## src/rtl/spi_arb_pkg.sv

```systemverilog
// Shared encodings for the SPI memory arbiter: FSM states, owner tags, device codes
// and the fixed read-data values returned without an SPI transaction.
package spi_arb_pkg;

  typedef enum logic [1:0] {
    ST_IDLE,
    ST_ISSUE,
    ST_WAIT,
    ST_RESP
  } arb_state_t;

  typedef enum logic [1:0] {
    OWN_NONE,
    OWN_INSTR,
    OWN_DATA
  } owner_t;

  localparam logic DEV_FLASH = 1'b0;
  localparam logic DEV_RAM   = 1'b1;

  localparam logic [31:0] INSTR_NOP     = 32'h0000_0013;
  localparam logic [31:0] TIMEOUT_RDATA = 32'hDEAD_BEEF;

endpackage

```

## src/rtl/spi_arb_decode.sv

```systemverilog
// Address-region decode for one requester port: selects flash or RAM and flags
// unmapped regions and writes aimed at flash.
module spi_arb_decode
  import spi_arb_pkg::*;
#(
  parameter logic [3:0] FLASH_REGION = 4'h8,
  parameter logic [3:0] RAM_REGION   = 4'h0
) (
  input  logic [3:0] region,
  input  logic       we,
  output logic       dev,
  output logic       err
);

  logic hit_flash;
  logic hit_ram;

  always_comb begin
    hit_flash = (region == FLASH_REGION);
    hit_ram   = (region == RAM_REGION);
    dev       = hit_ram ? DEV_RAM : DEV_FLASH;
    err       = !(hit_flash || hit_ram) || (we && hit_flash);
  end

endmodule

```

## src/rtl/spi_mem_arbiter.sv

```systemverilog
// Shares one SPI transaction engine between the fetch and load/store ports.
// Optional WAIT-state watchdog with spi_abort is enabled by defining SPI_ARB_TIMEOUT_EN.
module spi_mem_arbiter
  import spi_arb_pkg::*;
#(
  parameter int         MAX_DATA_BURST = 4,
  parameter logic [3:0] FLASH_REGION   = 4'h8,
  parameter logic [3:0] RAM_REGION     = 4'h0,
  parameter int         TIMEOUT_CYCLES = 1024
) (
  input  logic        clk,
  input  logic        rst_n,
  input  logic        instr_req,
  input  logic [31:0] instr_addr,
  output logic [31:0] instr_rdata,
  output logic        instr_done,
  input  logic        data_req,
  input  logic        data_we,
  input  logic [31:0] data_addr,
  input  logic [31:0] data_wdata,
  output logic [31:0] data_rdata,
  output logic        data_done,
  output logic        data_err,
  output logic        spi_start,
  output logic        spi_dev,
  output logic        spi_we,
  output logic [23:0] spi_addr,
  output logic [31:0] spi_wdata,
  input  logic        spi_done,
  input  logic [31:0] spi_rdata,
  output logic        spi_abort
);

  localparam int SC_W = $clog2(MAX_DATA_BURST + 1);

  arb_state_t      state, state_nxt;
  owner_t          owner;
  logic [SC_W-1:0] starve_cnt;
  logic            err_q;
  logic            instr_dev, instr_dec_err;
  logic            data_dev, data_dec_err;
  logic            grant_data, grant_instr;
  logic            timeout_hit;
  logic            unused_addr_bits;

  assign unused_addr_bits = ^{instr_addr[27:24], data_addr[27:24]};

  spi_arb_decode #(.FLASH_REGION(FLASH_REGION), .RAM_REGION(RAM_REGION)) u_dec_instr (
    .region (instr_addr[31:28]),
    .we     (1'b0),
    .dev    (instr_dev),
    .err    (instr_dec_err)
  );

  spi_arb_decode #(.FLASH_REGION(FLASH_REGION), .RAM_REGION(RAM_REGION)) u_dec_data (
    .region (data_addr[31:28]),
    .we     (data_we),
    .dev    (data_dev),
    .err    (data_dec_err)
  );

  // Data wins unless the fetch port has already waited out a full data burst
  always_comb begin
    grant_data  = data_req && (!instr_req || (starve_cnt < SC_W'(MAX_DATA_BURST)));
    grant_instr = instr_req && !grant_data;
  end

  always_comb begin
    state_nxt  = state;
    spi_start  = 1'b0;
    instr_done = 1'b0;
    data_done  = 1'b0;
    data_err   = 1'b0;
    unique case (state)
      ST_IDLE: begin
        if (grant_data)       state_nxt = data_dec_err  ? ST_RESP : ST_ISSUE;
        else if (grant_instr) state_nxt = instr_dec_err ? ST_RESP : ST_ISSUE;
      end
      ST_ISSUE: begin
        spi_start = 1'b1;
        state_nxt = ST_WAIT;
      end
      ST_WAIT: begin
        if (spi_done || timeout_hit) state_nxt = ST_RESP;
      end
      ST_RESP: begin
        instr_done = (owner == OWN_INSTR);
        data_done  = (owner == OWN_DATA);
        data_err   = (owner == OWN_DATA) && err_q;
        state_nxt  = ST_IDLE;
      end
      default: state_nxt = ST_IDLE;
    endcase
  end

  always_ff @(posedge clk) begin
    if (!rst_n) begin
      state       <= ST_IDLE;
      owner       <= OWN_NONE;
      starve_cnt  <= '0;
      err_q       <= 1'b0;
      spi_dev     <= 1'b0;
      spi_we      <= 1'b0;
      spi_addr    <= '0;
      spi_wdata   <= '0;
      instr_rdata <= '0;
      data_rdata  <= '0;
    end else begin
      state <= state_nxt;

      if (!instr_req || (state == ST_IDLE && grant_instr))
        starve_cnt <= '0;
      else if (state == ST_IDLE && grant_data && starve_cnt < SC_W'(MAX_DATA_BURST))
        starve_cnt <= starve_cnt + 1'b1;

      // Transaction fields are latched once at grant and held until the next grant
      if (state == ST_IDLE && grant_data) begin
        owner     <= OWN_DATA;
        err_q     <= data_dec_err;
        spi_dev   <= data_dev;
        spi_we    <= data_we;
        spi_addr  <= data_addr[23:0];
        spi_wdata <= data_wdata;
        if (data_dec_err) data_rdata <= '0;
      end else if (state == ST_IDLE && grant_instr) begin
        owner     <= OWN_INSTR;
        err_q     <= instr_dec_err;
        spi_dev   <= instr_dev;
        spi_we    <= 1'b0;
        spi_addr  <= instr_addr[23:0];
        spi_wdata <= '0;
        if (instr_dec_err) instr_rdata <= INSTR_NOP;
      end

      if (state == ST_WAIT && (spi_done || timeout_hit)) begin
        if (owner == OWN_INSTR) instr_rdata <= spi_done ? spi_rdata : TIMEOUT_RDATA;
        else                    data_rdata  <= spi_done ? spi_rdata : TIMEOUT_RDATA;
        if (!spi_done) err_q <= 1'b1;
      end

      if (state == ST_RESP) owner <= OWN_NONE;
    end
  end

`ifdef SPI_ARB_TIMEOUT_EN
  localparam int WC_W = $clog2(TIMEOUT_CYCLES + 1);

  logic [WC_W-1:0] wait_cnt;

  always_ff @(posedge clk) begin
    if (!rst_n || state != ST_WAIT) wait_cnt <= '0;
    else                            wait_cnt <= wait_cnt + 1'b1;
  end

  // wait_cnt is 0 in the first WAIT cycle, so the limit fires in WAIT cycle TIMEOUT_CYCLES
  assign timeout_hit = (state == ST_WAIT) && !spi_done &&
                       (wait_cnt == WC_W'(TIMEOUT_CYCLES - 1));
  assign spi_abort   = timeout_hit;
`else
  localparam int unused_timeout_cycles = TIMEOUT_CYCLES;

  assign timeout_hit = 1'b0;
  assign spi_abort   = 1'b0;
`endif

endmodule

```

## config.mk

```make
export PLATFORM = sky130hd
export DESIGN_NAME = spi_mem_arbiter
export DESIGN_NICKNAME = d
export VERILOG_FILES = /design/src/rtl/spi_arb_pkg.sv /design/src/rtl/spi_arb_decode.sv /design/src/rtl/spi_mem_arbiter.sv
export SDC_FILE = /design/constraint.sdc
export NUM_CORES = 1
export LEC_CHECK = 0
export ABC_AREA = 1
export BUFFER_PORTS_ARGS = -buffer_cell sky130_fd_sc_hd__buf_2
export CORE_ASPECT_RATIO = 2
export CORE_MARGIN = 1.5
export CORE_UTILIZATION = 42
export CTS_CLUSTER_SIZE = 14
export DETAILED_ROUTE_END_ITERATION = 8
export HOLD_SLACK_MARGIN = 0.06
export PLACE_DENSITY = 0.74
export REMOVE_ABC_BUFFERS = 1
export SYNTH_ARGS = -nofsm -noshare
export SYNTH_HDL_FRONTEND = slang
export SYNTH_SLANG_ARGS = --single-unit
```

## constraint.sdc

```tcl
create_clock -name clk -period 3.46 [get_ports clk]
set_clock_uncertainty 0.15 [all_clocks]
set_input_delay 0.346 -clock clk [delete_from_list [all_inputs] [get_ports clk]]
set_output_delay 0.346 -clock clk [all_outputs]
set_load 0.005 [all_outputs]
```

==> results.ini <==
[final_layout]
final_cell_mix=251 x buf_2, 173 x nand2_1, 130 x dfxtp_1
nets=1094
area_delta_synth_final_pct=39.9
stdcell_area_um2=7490
drive_above_1_share_pct=34.8
num-fill-cells=1156
seqCellArea_um2=2600
multi_input_area_um2=2400
fin_cells=1119
final_common_cell=buf_2

[floorplan]
core-area_um2=12500
rows=58
chipHeight_um=163
design.die.area_um2=13500
ios=261
chipWidth_um=82.8
initial_core_util_pct=42.9

[route]
routed_wl_mm=15.5
ant_nets=0
via_per_inst=4.94
drt_iter0_markers=241
routedWlPerCell_um=13.8
vias=5529
drc=0
first_pass_iters=5

[logic_synthesis]
ys.warnings.count=0
avgSynthCellArea_um2=7.65
syn-instance-count=700
synth_area_um2=5350
synth_area_leaders=dfxtp_1 49%, nand2_1 12%, a21oi_1 9.0%
synth_cell_types=27
synth.yosys.seq_area_share_pct=48.6
netlist.area_leader.share_pct=48.6
synth_ff_type=dfxtp_1
synth_top_area_cell=dfxtp_1
async_flop_share_pct=0
synth_edf_count=0
synth_seq_cells=130

[place]
gp_congestion=0.801
placed_area_um2=6570
place_inst=1054
dp_hpwl_mm=10.3
io_buffer_count=251

[cts]
cts_tree=done
clock_latency_ns=0.40
clk_pin_slew_ns=0.06
cts_root_buf=clkbuf_16
numCtsBuffers=17
cts_num_sinks=130
cts_resized=0
ctsLongestPathBuffers=2
h-tree-depth=4

[sta]
slew_headroom_pct=32.2
hold_viol=0
tightest_slew_ns=1.01
timing.final.crit_period_ns=2.44
hold_slack_ns=0.0799
timing.fmax_ghz=0.410
min_period_over_period_pct=70.4
finalSetupViolations=0
setup_tns_ns=0
maxSlewViolCount=0
rsz0062_at_grt=false

[worst_setup_path]
cp_max_fo=62
required_ns=3.65
end_kind=register
worstSetupPathType=register to register
start_kind=register
arrival_ns=2.62

[worst_hold_path]
hp-class=input port to register

[power]
p_seq_share_pct=36.2
leakage_nw=3.56
switchingPower_mw=1.86
pwr-share-comb_pct=29.7
peakVddDrop_uv=459
powerDensity_nw_per_um2=709
sw_frac_of_total_pct=35.0
p_total_mw=5.31
p_clk_share_pct=34.0
p_int_mw=3.45

[global_route]
grt_max_degree=65
grt_pass1_wl_mm=24.6
grt.overflow.total=0
grt_pass1_vias=5216
antenna_found_initial=1
grtUsageTotal_pct=22.4

[run]
drv_cap=0

[status]
status=complete, no violations

## metal layers
layer / global-route usage (%) / wire length [µm] / up-vias
li1: - / - / 2810
met1: 24.0 / 5790 / 2490
met2: 40.5 / 8310 / 193
met3: 4.76 / 827 / 36
met4: 12.3 / 527 / 0
met5: 0 / 0 / -
## registers in the layout, indices dropped and copies added, names as in the netlist
name	cells
data_rdata	32
err_q	1
instr_rdata	32
owner	2
spi_addr	24
spi_dev	1
spi_wdata	32
spi_we	1
starve_cnt	3
state	2
## worst max-delay path, cell delays in order (launching register included)
cell and delay, ns:
dfxtp_1 0.36, inv_1 0.09, ha_1 0.33, nand3_4 0.14, buf_4 0.54, nand2_8 0.22
inv_4 0.34, nor2_1 0.07, nor2_1 0.11
## synth_stat cells (all sizes together) (5+ instances only)
cell	count
dfxtp	130
buf	31
nand3	42
a21oi	106
o21ai	90
ha	5
nor2	62
inv	18
nand2	189
clkbuf	21
## metrics by stage
stage                     setup WS [ns]  util, %
after CTS                          1.02     60.0
final                              1.02     60.0
after detailed placement           1.03     52.7
after global routing              0.797     60.0
after global placement             1.05     52.7
after floorplan                   0.959        -
## repair_timing
item	in CTS	in global routing
hold buffers	32	0
setup buffers	0	0
hold endpoints to repair	32	0
## logic make-up after synthesis
family | after synthesis | synth area share [%]
other cells | 1 | 0.0700
flops | 130 | 48.6
compound gates | 198 | 19.4
buf+inv | 71 | 6.66
simple gates | 295 | 24.1
fa+ha+maj | 5 | 1.17
## cell type report
cell class	count	share of cell area, %
antenna	1	0.0334
clock buffer	18	5.73
clock inverter	14	2.24
inverter	19	1.02
multi-input combinational	499	32.0
sequential	130	34.7
tap	150	2.51
timing repair buffer	288	21.7
## power groups by stage
stage	registers, mW	clock network, mW	logic [mW]
floorplan	1.98	0	0.874
global placement	1.94	0	1.54
detailed placement	1.95	0	1.56
CTS	1.92	1.85	1.59
global route	1.95	1.91	1.78
finish	1.92	1.81	1.58
## final timing paths
check | from | slack [ns] | depth (start not counted) | to
setup / recovery | state[0] | 1.02 | 8 | spi_addr[5]
hold / removal | spi_rdata[12] | 0.08 | 3 | data_rdata[12]
hold reg to reg | data_rdata[23] | 0.30 | 2 | data_rdata[23]
setup reg to reg | state[0] | 1.02 | 8 | spi_addr[5]
Power figures use the tool's default switching activity.
